<file path="src/rtl/slos_gen_multi.sv">
`default_nettype none
// ============================================================================
// Module   : slos_gen_multi
// Purpose  : Multi-lane SLOS1/SLOS2 ordered-set generator for USB4 logical
//            layer lane training. Each lane runs its own PRBS11 LFSR
//            (x^11 + x^9 + 1) from a per-lane seed and emits DATA_W bits per
//            cycle. A round is 2048 bits per lane: the seed state is used
//            twice, followed by the next 2046 LFSR states. SLOS2 is the bitwise
//            inverse of SLOS1.
//
// Parameters:
//   LANES   - number of lanes (1..4)
//   DATA_W  - bits per lane per cycle (1, 2, 4, 8, 16 or 32)
//   SEEDS   - LANES*11 packed seeds, lane i uses SEEDS[11*i +: 11]; nonzero
//   RND_W   - width of the round-count input and counters
//
// Ports:
//   clk         in   clock
//   reset       in   synchronous, active-low reset
//   start       in   one-cycle request to begin; ignored while busy
//   slos_mode   in   0 = SLOS1, 1 = SLOS2; latched at start
//   num_rounds  in   rounds to send, 0 = until stop; latched at start
//   stop        in   finish the current round, then end (sticky)
//   ready       in   downstream accepts the current word
//   data_out    out  lane i in [i*DATA_W +: DATA_W], bit 0 earliest
//   valid_out   out  data_out holds a valid word
//   busy        out  high while a sequence is running
//   round_done  out  pulse on acceptance of the last word of a round
//   done        out  one-cycle pulse when the sequence ends
//   rounds_sent out  completed rounds, saturating
//
// Optional feature (macro SLOS_ERR_INJECT_EN):
//   err_inject  in   invert bit 0 of lane 0 of the word accepted this cycle
//   err_count   out  saturating count of injections, cleared at start
//
// Revision : 1.0  initial multi-lane release
// ============================================================================
module slos_gen_multi #(
  parameter int                   LANES  = 2,
  parameter int                   DATA_W = 8,
  parameter logic [LANES*11-1:0]  SEEDS  = {11'h0a3, 11'h400},
  parameter int                   RND_W  = 8
) (
  input  logic                      clk,
  input  logic                      reset,
`ifdef SLOS_ERR_INJECT_EN
  input  logic                      err_inject,
  output logic [RND_W-1:0]          err_count,
`endif
  input  logic                      start,
  input  logic                      slos_mode,
  input  logic [RND_W-1:0]          num_rounds,
  input  logic                      stop,
  input  logic                      ready,
  output logic [LANES*DATA_W-1:0]   data_out,
  output logic                      valid_out,
  output logic                      busy,
  output logic                      round_done,
  output logic                      done,
  output logic [RND_W-1:0]          rounds_sent
);

  localparam int               DW_TOT    = LANES * DATA_W;
  localparam int               WORDS     = 2048 / DATA_W;
  localparam logic [10:0]      LAST_WORD = 11'(WORDS - 1);
  localparam logic [RND_W:0]   ONE_EXT   = (RND_W + 1)'(1);

  localparam logic [1:0] S_IDLE = 2'd0;
  localparam logic [1:0] S_RUN  = 2'd1;
  localparam logic [1:0] S_FIN  = 2'd2;

  // --------------------------------------------------------------------------
  // Control registers
  // --------------------------------------------------------------------------
  logic [1:0]        r_state;
  logic              r_mode;
  logic [RND_W-1:0]  r_num_rounds;
  logic              r_stop_seen;
  logic [10:0]       r_word_idx;

  logic              w_run;
  logic              w_accept;
  logic              w_first_word;
  logic              w_last_word;
  logic              w_stop_any;
  logic              w_final_round;
  logic              w_take_start;
  logic [RND_W:0]    w_rounds_inc;
  logic [DW_TOT-1:0] w_word_all;
  logic [DW_TOT-1:0] w_inj_mask;
  logic              w_inj;

  assign w_run        = (r_state == S_RUN);
  assign w_accept     = w_run & ready;
  assign w_first_word = (r_word_idx == 11'd0);
  assign w_last_word  = (r_word_idx == LAST_WORD);
  assign w_take_start = (r_state == S_IDLE) & start;

  // A stop arriving in the same cycle as the last word of a round still ends
  // the sequence at that round boundary.
  assign w_stop_any   = r_stop_seen | stop;

  // Widened by one bit so the comparison against num_rounds cannot wrap.
  assign w_rounds_inc = {1'b0, rounds_sent} + ONE_EXT;

  assign w_final_round = ((r_num_rounds != '0) &&
                          (w_rounds_inc == {1'b0, r_num_rounds})) ||
                         w_stop_any;

  // --------------------------------------------------------------------------
  // Per-lane PRBS11 generators
  // --------------------------------------------------------------------------
  // r_lfsr holds the LFSR state for the first bit of the current word. The
  // first word of a round reuses the seed for its second bit, so the very
  // first step of the unrolled chain is skipped there.
  genvar gi;
  generate
    for (gi = 0; gi < LANES; gi++) begin : g_lane
      localparam logic [10:0] SEED = SEEDS[11*gi +: 11];

      logic [10:0]       r_lfsr;
      logic [10:0]       w_lfsr_next;
      logic [DATA_W-1:0] w_bits;

      always_comb begin : p_unroll
        logic [10:0] st;
        st     = r_lfsr;
        w_bits = '0;
        for (int j = 0; j < DATA_W; j++) begin
          w_bits[j] = st[0] ^ r_mode;
          if (!(w_first_word && (j == 0))) begin
            st = {st[9:0], st[10] ^ st[8]};
          end
        end
        w_lfsr_next = st;
      end

      always_ff @(posedge clk) begin
        if (!reset) begin
          r_lfsr <= SEED;
        end else if (w_take_start) begin
          r_lfsr <= SEED;
        end else if (w_accept) begin
          // Every round restarts from the seed, duplicate included.
          r_lfsr <= w_last_word ? SEED : w_lfsr_next;
        end
      end

      assign w_word_all[gi*DATA_W +: DATA_W] = w_bits;
    end
  endgenerate

  // --------------------------------------------------------------------------
  // Sequencer
  // --------------------------------------------------------------------------
  always_ff @(posedge clk) begin
    if (!reset) begin
      r_state      <= S_IDLE;
      r_mode       <= 1'b0;
      r_num_rounds <= '0;
      r_stop_seen  <= 1'b0;
      r_word_idx   <= 11'd0;
      rounds_sent  <= '0;
    end else begin
      case (r_state)
        S_IDLE: begin
          if (start) begin
            r_state      <= S_RUN;
            r_mode       <= slos_mode;
            r_num_rounds <= num_rounds;
            // A stop presented together with start limits the run to one round.
            r_stop_seen  <= stop;
            r_word_idx   <= 11'd0;
            rounds_sent  <= '0;
          end
        end

        S_RUN: begin
          if (stop) begin
            r_stop_seen <= 1'b1;
          end
          if (w_accept) begin
            if (w_last_word) begin
              r_word_idx <= 11'd0;
              if (rounds_sent != '1) begin
                rounds_sent <= w_rounds_inc[RND_W-1:0];
              end
              if (w_final_round) begin
                r_state <= S_FIN;
              end
            end else begin
              r_word_idx <= r_word_idx + 11'd1;
            end
          end
        end

        S_FIN: begin
          r_state <= S_IDLE;
        end

        default: begin
          r_state <= S_IDLE;
        end
      endcase
    end
  end

  // --------------------------------------------------------------------------
  // Optional error injection
  // --------------------------------------------------------------------------
`ifdef SLOS_ERR_INJECT_EN
  // Only the output word is corrupted; the LFSRs advance normally.
  assign w_inj = w_accept & err_inject;

  always_ff @(posedge clk) begin
    if (!reset) begin
      err_count <= '0;
    end else if (w_take_start) begin
      err_count <= '0;
    end else if (w_inj && (err_count != '1)) begin
      err_count <= err_count + RND_W'(1);
    end
  end
`else
  assign w_inj = 1'b0;
`endif

  always_comb begin
    w_inj_mask    = '0;
    w_inj_mask[0] = w_inj;
  end

  // --------------------------------------------------------------------------
  // Outputs
  // --------------------------------------------------------------------------
  assign data_out   = w_run ? (w_word_all ^ w_inj_mask) : '0;
  assign valid_out  = w_run;
  assign busy       = w_run;
  assign round_done = w_accept & w_last_word;
  assign done       = (r_state == S_FIN);

endmodule
`default_nettype wire

</file>
<file path="config.mk">
export PLATFORM = sky130hd
export DESIGN_NAME = slos_gen_multi
export DESIGN_NICKNAME = d
export VERILOG_FILES = /design/src/rtl/slos_gen_multi.sv
export SDC_FILE = /design/constraint.sdc
export NUM_CORES = 1
export LEC_CHECK = 0
export ABC_AREA = 1
export ABC_CLOCK_PERIOD_IN_PS = 4500
export CORE_MARGIN = 2
export CORE_UTILIZATION = 45
export CTS_CLUSTER_SIZE = 16
export DETAILED_ROUTE_END_ITERATION = 8
export HOLD_SLACK_MARGIN = 0.02
export PLACE_DENSITY = 0.67
export SLEW_MARGIN = 20
export SYNTH_ARGS = -nofsm -noshare
export SYNTH_HDL_FRONTEND = slang
export SYNTH_SLANG_ARGS = --single-unit
</file>
<file path="constraint.sdc">
create_clock -name clk -period 4.5 [get_ports clk]
set_input_delay 0.9 -clock clk [delete_from_list [all_inputs] [get_ports clk]]
set_output_delay 0.9 -clock clk [all_outputs]
set_load 0.02 [all_outputs]
</file>
==> impl_metrics.csv, run 1 <==
group,metric,value,unit
sta,skew,0.009116,ns
yosys,yosysUniqueCellTypes,40,
yosys,synth_warnings,0,
pwr,ir_worst_vdd,0.1643,mV
sta,drv_slew,0,
drt,drtIter0Drc,134,
worst_setup_path,critPathSlowestCell,"clkdlybuf4s50_1",
worst_setup_path,crit_family,"buffers and inverters",
sta,clock.fmax,245.7,MHz
status,status,"finished, final reports clean",
drt,routedWlPerCell,12.07,um
sta,fin_setup_tns,0,ns
placement,dpl.hpwl,5.785,mm
yosys,synth_top_area_frac,0.3164,
clock_tree,cts.sinks,53,
min_path,min_path_type,"reg2reg",
final_layout,seqCellArea,1061,um2
min_path,hold_end,"r_stop_seen",
final_layout,area.growth.synth_to_final,14.96,%
worst_setup_path,critPathCaptureType,"primary output",
drt,first_pass_iters,4,
worst_setup_path,r2r_setup_slack,2.08,ns
worst_setup_path,criticalPathCategory,"reg2out",
worst_setup_path,crit_chain,"inv_1 > ha_1 > nand2_1 > nor2_2 > nand3_2 > buf_4 > o21ai_1 > inv_1 > nand2_1 > nand3_1 > a21oi_1 > clkdlybuf4s50_1",
clock_tree,cts_root_buf,"clkbuf_8",
sta,layout_min_cycle_time,4.071,ns
global_route,grt_start_max_net_pins,30,
yosys,synth.most_common_cell,"nand2_1",
floorplanning,dieArea,8158,um2
clock_tree,cts-resized-gates,0,
yosys,synthArstFlopShare,0,
global_route,antenna_found_initial,0,
clock_tree,postCtsSetupBuffers,0,
clock_tree,clk_path_buf_depth,2,
job,drv_cap,0,
global_route,grt_use_total,0.1945,
yosys,synth_ff_type,"dfxtp_1",
clock_tree,cts_inserted_buffers,5,
floorplanning,core_area,7253,um2
sta,setup_viol,0,
placement,portBuffers,41,
global_route,grt_first_pass_wirelength,13.27,mm
worst_setup_path,rr_startpoint,"r_state[1]",
floorplanning,io_pins,42,
final_layout,num_antenna_cells,0,
floorplanning,die_x,90.32,um
worst_setup_path,rr_worst_depth,9,
yosys,synth_top_cell_by_area,"dfxtp_1",
yosys,synth_edf_count,0,
clock_tree,cts_max_level,2,
pwr,leakage,1.542,nW
drt,drc,0,
clock_tree,cts_tree,"done",
drt,viasPerCell,5.050,
drt,final_antenna_net_count,0,
floorplanning,die_y,90.32,um
min_path,hp-start,"r_stop_seen",
global_route,gr-total-overflow,0,
worst_setup_path,timing.rr.end,"g_lane[1].r_lfsr[1]",
sta,hold_violations,0,
sta,rsz0062_at_grt,"no",
min_path,whs_path_depth,1,
worst_setup_path,required,3.60,ns
worst_setup_path,critPathMaxFanout,27,
placement,gp_congestion,0.8446,
worst_setup_path,startpoint,"r_word_idx[0]",
final_layout,final_util,0.5315,
sta,slew_headroom,0.4814,
worst_setup_path,path_buf_inv,4,
clock_tree,clk_pin_slew,0.09,ns
yosys,seq_area_frac_synth,0.3164,
clock_tree,worstSkewPairLatency,0.31,ns
yosys,synth-seq-cells,53,
worst_setup_path,worstPathArrival,3.17,ns
pwr,power.density,383.4,nW/um2
final_layout,drive_above_1_share,0.09336,
yosys,syn_nets,544,
worst_setup_path,cp-start-kind,"flop",
yosys,synth_area_leaders,"dfxtp_1, nand2_1, a21oi_1",
yosys,syn_inst,527,
final_layout,nets,574,
drt,drt-total-wl,7.916,mm
yosys,synth_area,3353,um2
yosys,synth.avg_cell_area,6.363,um2
drt,num_vias,3313,
floorplanning,start_util,0.4623,
clock_tree,postCtsHoldBufs,0,
final_layout,multi_input_area,1886,um2
sta,fin_crit_sh,0.9046,
sta,worst_pin_slew,0.7768,ns
final_layout,fillCellCount,745,
worst_setup_path,cpPeakStageDelay,0.61,ns
yosys,yosys-top-cells-count,"nand2_1, inv_1, a21oi_1",
global_route,grt_pass1_vias,2932,
floorplanning,placementRows,31,
-- worst max path at each step --
stage | depth (start not counted) | end
after floorplan | 12 | data_out[2]
after global placement | 13 | data_out[2]
after detailed placement | 12 | data_out[7]
after CTS | 12 | data_out[7]
after global routing | 12 | data_out[7]
final | 12 | data_out[7]
-- worst register-to-register path, delay by kind of cell, from the launching register on --
kind,cells,cell delay [ns]
buffers and inverters,3,0.31
AOI/OAI and AO/OA,3,0.61
and+or+nand+nor,3,1.03
DFF,1,0.33
-- power by group --
group / total [mW] / internal (mW) / switching (mW)
Sequential: 0.555 / 0.508 / 0.0467
Combinational: 0.643 / 0.242 / 0.402
Clock: 0.279 / 0.122 / 0.157
-- placed cells by master (no fill, tap or decap) --
cell,instances
or2_1,3
a32o_1,1
nand3_1,44
a21boi_1,1
nor4_1,1
clkdlybuf4s50_1,41
xor2_1,2
a211oi_1,2
nand4_1,2
o21ai_0,24
inv_4,1
clkinv_1,2
nand3b_1,1
nand2_2,8
nor3_1,10
nand2_1,122
clkbuf_8,6
o211ai_1,2
o21a_1,1
ha_1,3
o21ai_1,14
o22ai_1,1
a21oi_1,55
nor3_2,2
nand3_2,2
buf_4,2
dfxtp_1,53
o21ai_2,9
inv_1,59
xnor2_1,4
nor2_2,6
or2_4,1
nor2_4,2
inv_2,9
a31oi_1,4
nor2_1,53
a21oi_2,2
nor3_4,1
clkinvlp_4,1
-- registers in the layout (all words and copies together) (netlist names) --
register and count:
g_lane.r_lfsr 22, r_mode 1, r_num_rounds 8, r_state 2
r_stop_seen 1, r_word_idx 11, rounds_sent 8
-- through the flow --
step	total power, mW	instance area, um2	setup WS [ns]	cells	hold WS [ns]
detailed placement	1.210	3765	0.7657	649	0.4549
global placement	1.197	3765	0.8628	649	0.4483
global route	1.593	3855	0.1965	656	0.4930
floorplan	1.050	3353	1.826	527	0.4434
CTS	1.486	3855	0.4156	656	0.4754
finish	1.478	3855	0.4293	656	0.4731
-- routing by layer --
layer | part of all wire | vias up | routed length [um] | global-route usage
li1 | - | 1760 | - | -
met4 | 0.014 | 0 | 111 | 0.05897
met2 | 0.45 | 63 | 3585 | 0.3271
met3 | 0.037 | 13 | 290 | 0.02838
met1 | 0.50 | 1477 | 3927 | 0.2590
met5 | 0 | - | 0 | 0
-- cell type report --
type,count,area share
timing repair buffer,43,0.1104
sequential,53,0.2752
clock buffer,6,0.02142
inverter,71,0.06978
multi-input combinational,383,0.4891
clock inverter,1,0.001947
tap,99,0.03213
-- logic make-up after synthesis --
logic type,count (synthesis),synth area share
and+or+nand+nor,258,0.3422
AOI/OAI and AO/OA,116,0.1933
buffers and inverters,91,0.1213
DFF,53,0.3164
xor gates and xnor gates,6,0.01567
adders and majority gates,3,0.01120
Power figures use the tool's default switching activity.
==> inputs of run 2 (changes only) <==
CTS_BUF_LIST = sky130_fd_sc_hd__clkbuf_16   (was unset)
==> run 2 against run 1 <==
Setup slack gained 0.011 ns. Critical path depth is the same. Total power grew 6.1%. First-iteration DRC count is the same. Sequential cell count is the same. Clock skew shrank 0.0015 ns. Cell count is the same. Largest power group unchanged. Sequential share of layout area shrank 0.33 points. Maximum frequency grew 0.28%. Non-clock buffer count is the same. Largest cell class unchanged. Register-to-register slack is essentially flat.
==> impl_metrics.csv, run 2 (same netlist as run 1, synthesis figures left out) <==
group,metric,value,unit
placement,portBuffers,41,
sta,fin_setup_tns,0,ns
clock_tree,cts_root_buf,"clkbuf_16",
min_path,whs_path_depth,1,
drt,final_antenna_net_count,0,
sta,setup_viol,0,
global_route,grtUsageMet2,0.3321,
pwr,leakage,1.562,nW
worst_setup_path,crit_family,"buffers and inverters",
worst_setup_path,critPathSlowestCell,"clkdlybuf4s50_1",
worst_setup_path,cpPeakStageDelay,0.61,ns
sta,hold_slack,0.4665,ns
worst_setup_path,rr_worst_depth,8,
sta,rsz0062_at_grt,"no",
final_layout,largest_reg_flops,22,
worst_setup_path,path_buf_inv,4,
floorplanning,io_pins,42,
sta,fin_ws,0.4408,ns
final_layout,nets,574,
worst_setup_path,worstPathArrival,3.16,ns
placement,placed_cells_incl_taps,649,
worst_setup_path,startpoint,"r_word_idx[0]",
global_route,grt_start_max_net_pins,30,
placement,dpl.hpwl,5.785,mm
sta,clock.fmax,246.4,MHz
final_layout,area.growth.synth_to_final,16.34,%
clock_tree,postCtsHoldBufs,0,
pwr,power.density,402.0,nW/um2
clock_tree,worstSkewPairLatency,0.29,ns
final_layout,stdcell_count,656,
worst_setup_path,criticalPathCategory,"reg2out",
pwr,total_power,1.568,mW
floorplanning,die_x,90.32,um
final_layout,reg_top3,"g_lane.r_lfsr x22, r_word_idx x11",
floorplanning,die_y,90.32,um
worst_setup_path,crit_chain,"inv_1 > ha_1 > nand2_1 > nor2_2 > nand3_2 > buf_4 > o21ai_1 > inv_1 > nand2_1 > nand3_1 > a21oi_1 > clkdlybuf4s50_1",
clock_tree,clk_pin_slew,0.07,ns
worst_setup_path,critPathMaxFanout,27,
worst_setup_path,crit_end,"data_out[7]",
placement,gp_congestion,0.8446,
sta,layout_min_cycle_time,4.059,ns
worst_setup_path,timing.rr.end,"g_lane[0].r_lfsr[0]",
clock_tree,cts_tree,"done",
drt,drt-total-wl,7.921,mm
final_layout,final_cell_mix,"nand2_1, inv_1, a21oi_1, nor2_1, dfxtp_1",
drt,first_pass_iters,4,
sta,hold_violations,0,
pwr,ir_worst_vdd,0.1728,mV
global_route,grt_use_met1,0.2569,
floorplanning,dieArea,8158,um2
placement,dp_slack,0.7657,ns
clock_tree,cts.sinks,53,
drt,num_vias,3296,
worst_setup_path,critPathCaptureType,"primary output",
drt,drc,0,
worst_setup_path,rr_startpoint,"r_state[1]",
final_layout,num_antenna_cells,0,
sta,drv_slew,0,
floorplanning,start_util,0.4623,
job,drv_cap,0,
sta,worst_pin_slew,0.7674,ns
worst_setup_path,cp-start-kind,"flop",
clock_tree,cts_inserted_buffers,5,
global_route,busiest_layer,"met2",
final_layout,final_common_cell,"nand2_1",
drt,drtIter0Drc,134,
worst_setup_path,worst-path-stages,12,
global_route,gr-total-overflow,0,
final_layout,drive_above_1_share,0.09156,
global_route,antenna_found_initial,0,
clock_tree,clk_path_buf_depth,2,
sta,skew,0.007613,ns
global_route,grt_use_total,0.1951,
sta,fin_crit_sh,0.9020,
floorplanning,core_area,7253,um2
drt,viasPerCell,5.024,
drt,routedWlPerCell,12.07,um
min_path,min_path_type,"reg2reg",
final_layout,top_register,"g_lane.r_lfsr",
sta,slew_headroom,0.4877,
status,status,"finished, final reports clean",
clock_tree,postCtsSetupBuffers,0,
global_route,grt_pass1_vias,2938,
clock_tree,cts-resized-gates,0,
clock_tree,cts_max_level,2,
floorplanning,placementRows,31,
worst_setup_path,r2r_setup_slack,2.09,ns
global_route,grt_first_pass_wirelength,13.28,mm
worst_setup_path,required,3.60,ns
global_route,grt_use_met3,0.02838,
==> run 2: changes by cell type in the layout (fill, tap and decap cells not counted), sizes merged <==
cell,before,now
clkbuf,6,5
clkinv,2,3
==> run 2: worst min-delay path by stage <==
stage                             start                  end  slack (ns)
finish                      r_stop_seen          r_stop_seen        0.47
global route        g_lane[0].r_lfsr[3]  g_lane[0].r_lfsr[3]        0.49
global placement            r_stop_seen          r_stop_seen        0.45
floorplan                   r_stop_seen          r_stop_seen        0.44
detailed placement          r_stop_seen          r_stop_seen        0.45
CTS                         r_stop_seen          r_stop_seen        0.47
==> run 2: worst register-to-register path, delay by kind of cell (launching register included) <==
| family | cells | cell delay [ns] |
|---|---|---|
| simple gates | 3 | 1.21 |
| compound gates | 3 | 0.47 |
| buf+inv | 2 | 0.36 |
| flops | 1 | 0.31 |
==> run 2: per-layer routing <==
layer | wire length, um | vias up
met5 | 0 | -
met3 | 308 | 9
met1 | 3889 | 1460
li1 | - | 1763
met4 | 91 | 0
met2 | 3631 | 64
==> run 2: metrics by stage <==
| step | cell area (um2) | utilization |
|---|---|---|
| after floorplan | 3353 | - |
| after global placement | 3765 | 0.5191 |
| after detailed placement | 3765 | 0.5191 |
| after CTS | 3901 | 0.5379 |
| after global routing | 3901 | 0.5379 |
| final | 3901 | 0.5379 |
==> run 2: layout make-up <==
class                   count  area (um2)
flip-flops and latches     53        1061
inverters                  71       269.0
fillers                   741        3352
clock inverters             2       11.26
repair buffers             43       425.4
multi-input cells         383        1886
clock buffers               5       125.1
well taps                  99       123.9
==> run 2: report_power, final <==
group | total [mW] | leakage (nW) | internal [mW] | switching, mW
registers | 0.555 | 0.432 | 0.509 | 0.0466
clock network | 0.369 | 0.0633 | 0.201 | 0.168
logic | 0.643 | 1.07 | 0.242 | 0.402
